[src/rtl/if_pkg.sv]
// Shared definitions for the instruction-fetch stage.
//   state_t      : fetch FSM states
//   FAULT_*      : fault codes reported to decode
//   NOP_DEFAULT  : addi x0,x0,0, substituted when no real instruction exists
`timescale 1ns/1ps
package if_pkg;

   typedef enum logic [1:0] {
      S_REQ  = 2'd0,
      S_WAIT = 2'd1,
      S_HOLD = 2'd2
   } state_t;

   localparam logic [1:0]  FAULT_NONE     = 2'b00;
   localparam logic [1:0]  FAULT_MISALIGN = 2'b01;
   localparam logic [1:0]  FAULT_BUSERR   = 2'b10;

   localparam logic [31:0] NOP_DEFAULT    = 32'h0000_0013;

   function automatic logic is_aligned(input logic [31:0] addr);
      return (addr[1:0] == 2'b00);
   endfunction

endpackage

[src/rtl/if_perf_cnt.sv]
// Fetch performance counters. Both are free-running 32-bit counters that wrap.
// Ports:
//   clk, rst_n   clock / async active-low reset
//   fetch_inc    one instruction handed to decode this cycle
//   stall_inc    this cycle was spent waiting for a memory response
//   fetch_cnt    instructions handed to decode
//   stall_cnt    cycles spent waiting on memory
`timescale 1ns/1ps
module if_perf_cnt (
   input  logic        clk,
   input  logic        rst_n,
   input  logic        fetch_inc,
   input  logic        stall_inc,
   output logic [31:0] fetch_cnt,
   output logic [31:0] stall_cnt
);

   always_ff @(posedge clk or negedge rst_n) begin
      if (!rst_n) begin
         fetch_cnt <= 32'h0;
         stall_cnt <= 32'h0;
      end else begin
         if (fetch_inc) fetch_cnt <= fetch_cnt + 32'd1;
         if (stall_inc) stall_cnt <= stall_cnt + 32'd1;
      end
   end

endmodule

[src/rtl/if_fetch_ctrl.sv]
// Instruction-fetch stage of the multi-cycle RV32I core.
// Holds the architectural PC, fetches one instruction per PC over a
// req/gnt/rvalid port and presents it to decode with valid/ready. The PC is
// replaced by nextpc only when decode accepts the current instruction.
//
// Build option: IF_FETCH_PERF_CNT_EN adds fetch/stall counters (if_perf_cnt);
// without it fetch_cnt/stall_cnt read as zero.
//
// Ports:
//   clk, rst_n                          clock / async active-low reset
//   fetch_en                            permit new memory requests
//   nextpc, pc                          next-PC generator interface
//   imem_req/addr/gnt/rvalid/rdata/err  instruction memory port
//   instr_valid/ready, instr, fault     decode interface
//   fetch_cnt, stall_cnt                performance counters
//
// state  | meaning
// S_REQ  | issue request for pc_q (or flag a misaligned PC); parked if !fetch_en
// S_WAIT | request granted, waiting for rvalid
// S_HOLD | instr/fault presented to decode until instr_ready
`timescale 1ns/1ps
module if_fetch_ctrl
   import if_pkg::*;
#(
   parameter logic [31:0] RESET_PC  = 32'h0000_0000,
   parameter logic [31:0] NOP_INSTR = NOP_DEFAULT
) (
   input  logic        clk,
   input  logic        rst_n,
   input  logic        fetch_en,
   input  logic [31:0] nextpc,
   output logic [31:0] pc,
   output logic        imem_req,
   output logic [31:0] imem_addr,
   input  logic        imem_gnt,
   input  logic        imem_rvalid,
   input  logic [31:0] imem_rdata,
   input  logic        imem_err,
   output logic        instr_valid,
   input  logic        instr_ready,
   output logic [31:0] instr,
   output logic [1:0]  fault,
   output logic [31:0] fetch_cnt,
   output logic [31:0] stall_cnt
);

   state_t      state_q, state_d;
   logic [31:0] pc_q, pc_d;
   logic [31:0] instr_q, instr_d;
   logic [1:0]  fault_q, fault_d;

   always_ff @(posedge clk or negedge rst_n) begin
      if (!rst_n) begin
         state_q <= S_REQ;
         pc_q    <= RESET_PC;
         instr_q <= NOP_INSTR;
         fault_q <= FAULT_NONE;
      end else begin
         state_q <= state_d;
         pc_q    <= pc_d;
         instr_q <= instr_d;
         fault_q <= fault_d;
      end
   end

   // rvalid outside S_WAIT (stale response after reset, or same-cycle with
   // gnt) is deliberately ignored.
   always_comb begin
      state_d     = state_q;
      pc_d        = pc_q;
      instr_d     = instr_q;
      fault_d     = fault_q;
      imem_req    = 1'b0;
      instr_valid = 1'b0;
      case (state_q)
         S_REQ: begin
            if (fetch_en) begin
               if (is_aligned(pc_q)) begin
                  imem_req = 1'b1;
                  if (imem_gnt) state_d = S_WAIT;
               end else begin
                  instr_d = NOP_INSTR;
                  fault_d = FAULT_MISALIGN;
                  state_d = S_HOLD;
               end
            end
         end
         S_WAIT: begin
            if (imem_rvalid) begin
               state_d = S_HOLD;
               if (imem_err) begin
                  instr_d = NOP_INSTR;
                  fault_d = FAULT_BUSERR;
               end else begin
                  instr_d = imem_rdata;
                  fault_d = FAULT_NONE;
               end
            end
         end
         S_HOLD: begin
            instr_valid = 1'b1;
            if (instr_ready) begin
               pc_d    = nextpc;
               state_d = S_REQ;
            end
         end
         default: state_d = S_REQ;
      endcase
   end

   assign pc        = pc_q;
   assign imem_addr = {pc_q[31:2], 2'b00};
   assign instr     = instr_q;
   assign fault     = fault_q;

`ifdef IF_FETCH_PERF_CNT_EN
   logic handshake;
   logic in_wait;

   assign handshake = (state_q == S_HOLD) && instr_ready;
   assign in_wait   = (state_q == S_WAIT);

   if_perf_cnt u_perf_cnt (
      .clk       (clk),
      .rst_n     (rst_n),
      .fetch_inc (handshake),
      .stall_inc (in_wait),
      .fetch_cnt (fetch_cnt),
      .stall_cnt (stall_cnt)
   );
`else
   assign fetch_cnt = 32'h0;
   assign stall_cnt = 32'h0;
`endif

endmodule

[config.mk]
export PLATFORM = sky130hd
export DESIGN_NAME = if_fetch_ctrl
export DESIGN_NICKNAME = d
export VERILOG_FILES = /design/src/rtl/if_pkg.sv /design/src/rtl/if_perf_cnt.sv /design/src/rtl/if_fetch_ctrl.sv
export SDC_FILE = /design/constraint.sdc
export NUM_CORES = 1
export LEC_CHECK = 0
export BUFFER_PORTS_ARGS = -buffer_cell sky130_fd_sc_hd__buf_2
export CORE_MARGIN = 2
export CORE_UTILIZATION = 42
export DETAILED_ROUTE_END_ITERATION = 8
export PLACE_DENSITY = 0.92
export SLEW_MARGIN = 20
export SYNTH_ARGS = -nofsm -noshare
export SYNTH_HDL_FRONTEND = slang
export SYNTH_SLANG_ARGS = --single-unit
[constraint.sdc]
create_clock -name clk -period 2.1 [get_ports clk]
set_clock_uncertainty 0.2 [all_clocks]
set_input_delay 0.21 -clock clk [delete_from_list [all_inputs] [get_ports clk]]
set_output_delay 0.21 -clock clk [all_outputs]
set_load 0.03 [all_outputs]
==> After elaboration in Yosys (flattened, before gate mapping) <==
Index checks and enable logic that the tools add are counted.
{ "classes": {"n_eq_ne": 7, "n_mux": 20, "reduce_logical": 6} }
{ "ops": {"columns": ["cell", "count"], "rows": [
  ["$mux 32", 4],
  ["$pmux 32 s2", 1],
  ["$mux 2", 9],
  ["$ne 2x2->1 const B", 4],
  ["$reduce_and 4->1", 2],
  ["$pmux 2 s3", 1],
  ["$logic_not 2->1", 2],
  ["$mux 1", 4],
  ["$pmux 2 s2", 1],
  ["$ne 3x3->1 const B", 1],
  ["$eq 2x1->1 const B", 1],
  ["$eq 2x2->1 const B", 1],
  ["$reduce_and 2->1", 1],
  ["$reduce_bool 2->1", 1]
]} }
{ "word_totals": {"regBits": 68, "in_bits": 71, "output_inout_bits": 164, "word_cells": 37} }

==> Longest topological paths before layout <==
Gate-level depths: netlist of run 1.
{ "logic_depth": {"word_depth": 4, "ltp_mapped": 5, "mapped_depth_nobuf": 3} }

==> Worst setup path before layout of run 1 <==
OpenSTA, ideal clock, no wires.
{ "synth_path": {"kind": "register -> register", "start": "reg state_q[0]", "end": "reg pc_q[0], in the netlist pc[0]", "setup_time_ns": 0.125, "arrival_ns": 1.353, "t_required_ns": 1.775, "slack_ns": 0.422, "path_stages_with_launch": 6, "path_buffers": 2, "period_less_slack_ns": 1.678, "cell_sequence": "dfrtp_1 clkbuf_2 nor2b_4 nand2_2 buf_6 mux2_4"} }
{ "synth_between": {"elab_chain_len": 2} }
{ "synth_rtl": {"columns": ["item", "line_no", "source"], "rows": [
  ["start: declaration", "if_fetch_ctrl.sv:47", "state_t state_q, state_d;"],
  ["start signal: assignment", "if_fetch_ctrl.sv:59", "state_q <= state_d;"],
  ["$eq 2x2->1", "if_fetch_ctrl.sv:75", "case (state_q)"],
  ["$reduce_and 2->1 (no source line)", null, null],
  ["end signal: assignment", "if_fetch_ctrl.sv:60", "pc_q <= pc_d;"],
  ["end: declaration", "if_fetch_ctrl.sv:48", "logic [31:0] pc_q, pc_d;"]
]} }
Every way passes these cells.
A chain may end at the register's enable or synchronous reset.

==> Worst setup path in the final report of run 1 <==
{ "layout_path": {"start": "reg state_q[0]", "end": "out imem_req"} }
{ "layout_between": {"elab_chain_len": 2} }
{ "layout_rtl": {"columns": ["item", "line_no", "source"], "rows": [
  ["$logic_not 2->1", "if_fetch_ctrl.sv:75", null],
  ["$mux 1", "if_fetch_ctrl.sv:75", null],
  ["end: declaration", "if_fetch_ctrl.sv:33", "output logic imem_req,"]
]} }
Every way passes these cells.

==> results.txt, run 1 <==
leakage power - 2.681 nW
buffer count from post-CTS setup fixing - 0
internal power - 3.507 mW
DIE WIDTH - 94.92 µm
gate count after technology mapping - 273
worst hold stages - 4
CTS tree - done
Critical Path Max Stage Delay - 0.49 ns
Hold Path End - state_q[0]
GRT Max-Usage Layer - met2
fill count - 633
total track usage - 19.05%
NetSw - 3.317 mW
Worst setup SP type - register
met3 GRT Util - 6.864%
setup violators final - 0
# resized after CTS - 0
Worst path slowest cell - dfrtp_1
routed vias - 2653
status - finished clean
largest family of logic cells by synthesized area - buffers and inverters
Worst Path Required - 1.69 ns
Die Span Y - 94.92 µm
worst min path class - input port to register
power share of the clock group - 12.9%
Setup CP Type - register to primary output
clock sinks - 68
Max-slew headroom - 60.29%
critical path cell sequence - nor2b_1, and3_1, buf_2
dpl hpwl - 5.723 mm
Max-Cap Viols - 0
nets - 556
Area growth syn-to-layout - 39.24%
final std cells w/o fill - 594
Final period util - 88.38%
global-route wire length before repair - 12.65 mm
antenna-violating nets left - 0
initial core utilization - 42.69%
initial antenna violation count - 0
combinational share of power - 55.6%
core footprint - 8134 µm²
DR iter-0 viols - 110
final slew viol count - 0
Post-DP Area - 4006 µm²
Critical Path Fanout Max - 9
drt drc - 0
post-synthesis sequential area ratio - 49.12%
simple-gate area share of the yosys netlist - 2.595%
flop-to-flop setup slack - 0.33 ns
H-tree Lvls - 3
IO Pins - 235
drt wl/cell - 14.98 µm
Adder-Cell Fraction of Synth Area - 0%
Num CTS Buffers - 9
clock-pin slew on the worst setup and hold paths - 0.08 ns
power per standard cell area - 1412 nW/µm²
r2r startpoint - state_q[0]
Max IR drop VDD - 1.228 mV
largest net degree at the start of global routing - 27
Final Wtd Congestion - 0.7861
Yosys warnings - 0
measured slew at the worst slew-check pin - 0.5957 ns
Syn Std Cell Area - 3472 µm²
setup TNS - 0 ns
Syn Area/Cell - 12.72 µm²
Port-buffer cells - 168
Multi-input gate area - 1182 µm²
Final Cell Area - 4835 µm²
Clock Path Buffers - 2
R2R cell count - 4
final global-route overflow total - 0
Antenna diodes - 0
FF-to-FF End - pc[5]
placed cell count - 512
Fmax - 538.8 MHz
Root Buffer Master - clkbuf_8
TritonRoute pass-1 iters - 4
number of vias per cell - 4.466
Yosys cell types - 28
share of post-route cells with drive strength above 1 - 47.24%
Crit. End Element - primary output
xor/xnor share of the synthesized area - 0%
RSZ-0062 raised after global routing - no
critical path arrival - 1.45 ns
count of final hold-check violations - 0
clock insertion delay at the later pin of the skew report - 0.33 ns
commonest non-fill, non-tap cell in the layout - buf_2
synthesized flop and latch total - 68
die area - 9010 µm²
min Tclk post-route - 1.856 ns
mux cell area share after synthesis - 13.62%
Post-Route WL - 8.897 mm
vias in the first global route - 2539
beginning of the worst hold path - imem_rvalid
global routing met1 resource utilization - 18.78%
most frequent cells in the layout - 168 x buf_2, 67 x dlygate4sd3_1, 66 x conb_1
switching share of power - 48.61%
complex-gate fraction of the synthesized area - 10.52%
cell row count - 33
FF+latch area - 1705 µm²
M2 GR Usage - 36.35%
sequential share of power - 31.5%
## layer usage
| metal | vias up | routed length (µm) |
|---|---|---|
| met1 | 1272 | 3222 |
| met5 | - | 0 |
| met2 | 153 | 4850 |
| met3 | 11 | 684 |
| li1 | 1217 | - |
| met4 | 0 | 139 |
## worst max-delay path: cells and delay by family (launching register included)
kind          cells  cell delay [ns]
buf+inv           1             0.20
simple gates      2             0.43
flops             1             0.49
## through the flow
step	util, %	worst slack (ns)	hold slack, ns	power, mW
after floorplan	-	0.4218	-0.2856	5.223
after global placement	49.25	0.4271	0.03033	5.696
after detailed placement	49.25	0.3868	0.04650	5.795
after CTS	59.44	0.2399	0.001259	6.807
after global routing	59.44	0.1582	0.02397	7.121
final	59.44	0.2441	0.01927	6.825
## cell type report
| cell class | count | share of cell area (%) |
|---|---|---|
| inverter | 9 | 0.6988 |
| timing repair buffer | 245 | 33.59 |
| multi-input combinational | 152 | 24.46 |
| sequential | 68 | 35.27 |
| tap | 105 | 2.717 |
| clock inverter | 5 | 0.6211 |
| clock buffer | 10 | 2.640 |
## Yosys cell counts, drive strengths merged
cell type  number  share of area [%]
mux2           32                 14
nor3b           1               0.36
conb            1               0.11
o21ai           2               0.29
and3            1               0.18
dfrtp          65                 47
a22oi           1               0.22
buf           105                 23
nand3           2               0.29
nand2           4               0.50
a32oi           4                1.0
clkbuf          4               0.47
nor2b           2               0.58
o2bb2ai         1               0.25
nand2b          1               0.18
a21o            1               0.22
nor2            3               0.32
dfstp           3                2.3
or2             1               0.18
inv             9               0.97
a32o           29                8.4
a31oi           1               0.18
## cells by family after synthesis
| kind of cell | after synthesis |
|---|---|
| compound gates | 39 |
| buf+inv | 118 |
| flops | 68 |
| mux | 32 |
| other cells | 1 |
| simple gates | 15 |
## power by group through the flow
stage / logic (mW) / clock network, mW / registers, mW
floorplan: 2.27 / 0 / 2.96
global placement: 3.60 / 0 / 2.10
detailed placement: 3.67 / 0 / 2.12
CTS: 3.77 / 0.926 / 2.11
global route: 3.95 / 0.977 / 2.19
finish: 3.79 / 0.883 / 2.15
## flip-flops by register name (all words and copies together), names as in the netlist
register	flops
fault	2
state_q	2
pc	32
instr	32
## repair_timing
item                                   4_1_cts  5_1_grt
endpoints found under the hold margin       87        0
hold buffers                                67        0
setup endpoints to repair                    0        0
## how the worst max path moves through the flow
stage / startpoint / end / slack (ns) / cells past startpoint
after global placement: state_q[0] / pc[27] / 0.43 / 4
after global routing: state_q[0] / imem_req / 0.16 / 3
final: state_q[0] / imem_req / 0.24 / 3
after CTS: state_q[0] / imem_req / 0.24 / 3
after detailed placement: state_q[0] / pc[8] / 0.39 / 4
after floorplan: state_q[0] / pc[0] / 0.42 / 5
No activity file was read; power rests on OpenSTA's default activity.
==> run 2, diff against run 1 <==
--- a/config.mk
+++ b/config.mk
@@ -9,7 +9,7 @@
 export CORE_MARGIN = 2
 export CORE_UTILIZATION = 42
 export DETAILED_ROUTE_END_ITERATION = 8
-export PLACE_DENSITY = 0.92
+export PLACE_DENSITY_LB_ADDON = 0.08
 export SLEW_MARGIN = 20
 export SYNTH_ARGS = -nofsm -noshare
 export SYNTH_HDL_FRONTEND = slang
==> run 2 against run 1 <==
Compared with the run above: sequential cell count is the same; critical endpoint unchanged; clock power grew 16%; count of clock-buffer cells in the layout is the same; routed wire length shrank 14%; setup slack gained 0.015 ns; sequential share of layout area grew 0.055 points; final cell count shrank 0.34%; global-route usage shrank 2.3 points; largest cell class unchanged; sequential power shrank 2%; final area shrank 0.16%.
==> results.txt, run 2 (synthesis gave the netlist of run 1 again) <==
status - finished clean
Die Span Y - 94.92 µm
nets - 553
vias in the first global route - 2415
clock insertion delay at the later pin of the skew report - 0.33 ns
CTS tree - done
Num CTS Buffers - 9
r2r startpoint - state_q[0]
initial antenna violation count - 0
core footprint - 8134 µm²
FF+latch area - 1705 µm²
Max IR drop VDD - 1.022 mV
power per standard cell area - 1411 nW/µm²
final global-route overflow total - 0
initial core utilization - 42.69%
Max-Cap Viols - 0
largest net degree at the start of global routing - 69
hold_ws - 0.03289 ns
total track usage - 16.79%
drt wl/cell - 12.91 µm
Post-DP Area - 3964 µm²
Final Wtd Congestion - 0.7388
Worst Path Required - 1.69 ns
number of vias per cell - 4.291
Area growth syn-to-layout - 39.03%
share of post-route cells with drive strength above 1 - 46.82%
critical path arrival - 1.43 ns
min Tclk post-route - 1.841 ns
antenna-violating nets left - 0
routed vias - 2540
Multi-input gate area - 1182 µm²
worst min path class - input port to register
Antenna diodes - 0
count of final hold-check violations - 0
combinational share of power - 54.0%
cell row count - 33
fill count - 672
Final Cell Area - 4827 µm²
NetSw - 3.203 mW
beginning of the worst hold path - fetch_en
drt drc - 0
Fmax - 543.1 MHz
sequential share of power - 31.0%
Setup crit start - state_q[0]
H-tree Lvls - 3
setup violators final - 0
Post-CTS Hold Buffers - 68
TritonRoute pass-1 iters - 4
Port-buffer cells - 168
Setup CP Type - register to primary output
switching share of power - 47.04%
power share of the clock group - 15.0%
Critical Path Fanout Max - 9
Clock Path Buffers - 2
Final Core Density - 59.34%
die area - 9010 µm²
internal power - 3.607 mW
final slew viol count - 0
RSZ-0062 raised after global routing - no
clock sinks - 68
# resized after CTS - 0
clock-pin slew on the worst setup and hold paths - 0.07 ns
IO Pins - 235
DR iter-0 viols - 52
Root Buffer Master - clkbuf_8
leakage power - 2.679 nW
Crit. End Element - primary output
buffer count from post-CTS setup fixing - 0
Post-Route WL - 7.641 mm
DIE WIDTH - 94.92 µm
most frequent cells in the layout - 168 x buf_2, 68 x dlygate4sd3_1, 66 x conb_1
dpl hpwl - 4.866 mm
Final period util - 87.68%
commonest non-fill, non-tap cell in the layout - buf_2
Worst setup SP type - register
setup TNS - 0 ns
global-route wire length before repair - 11.51 mm
[run 2: critical path, stage by stage, from the launching register on]
cell     delay (ns)
dfrtp_1        0.49
nor2b_1        0.23
and3_1         0.18
buf_2          0.20
[run 2: power groups by stage]
stage	Clock, mW	Combinational, mW	Sequential (mW)
after floorplan	0	2.27	2.96
after global placement	0	3.58	2.12
after detailed placement	0	3.59	2.12
after CTS	1.07	3.69	2.11
after global routing	1.13	3.86	2.18
final	1.02	3.68	2.11
[run 2: layout make-up]
class | count | share of cell area [%]
Timing Repair Buffer | 242 | 32.97
Sequential cell | 68 | 35.33
Inverter | 9 | 0.6998
Multi-Input combinational cell | 152 | 24.49
Clock buffer | 10 | 2.644
Tap cell | 105 | 2.722
Clock inverter | 6 | 1.140
[run 2: final timing paths]
| path | to | slack [ns] | cells past startpoint |
|---|---|---|---|
| min in group asynchronous | instr[9] | 0.23 | 3 |
| max | imem_req | 0.26 | 3 |
| max in group asynchronous | instr[1] | 1.16 | 3 |
| min reg2reg | instr[1] | 0.29 | 2 |
| min | fault[0] | 0.03 | 3 |
| max reg2reg | state_q[0] | 0.31 | 4 |
[run 2: per-layer routing]
metal	share of wire [%]	track usage [%]	vias to the layer above	routed length, µm
met5	0	0	-	0
met4	1.6	8.333	0	124
met3	7.9	4.230	8	600
met2	48	27.60	131	3697
met1	42	20.49	1198	3219
li1	-	-	1203	-
[run 2: through the flow]
stage	setup WS (ns)	instances	total power, mW
after floorplan	0.4218	338	5.223
after global placement	0.4715	508	5.700
after detailed placement	0.4410	508	5.701
after CTS	0.2304	592	6.871
after global routing	0.1509	592	7.163
final	0.2587	592	6.810
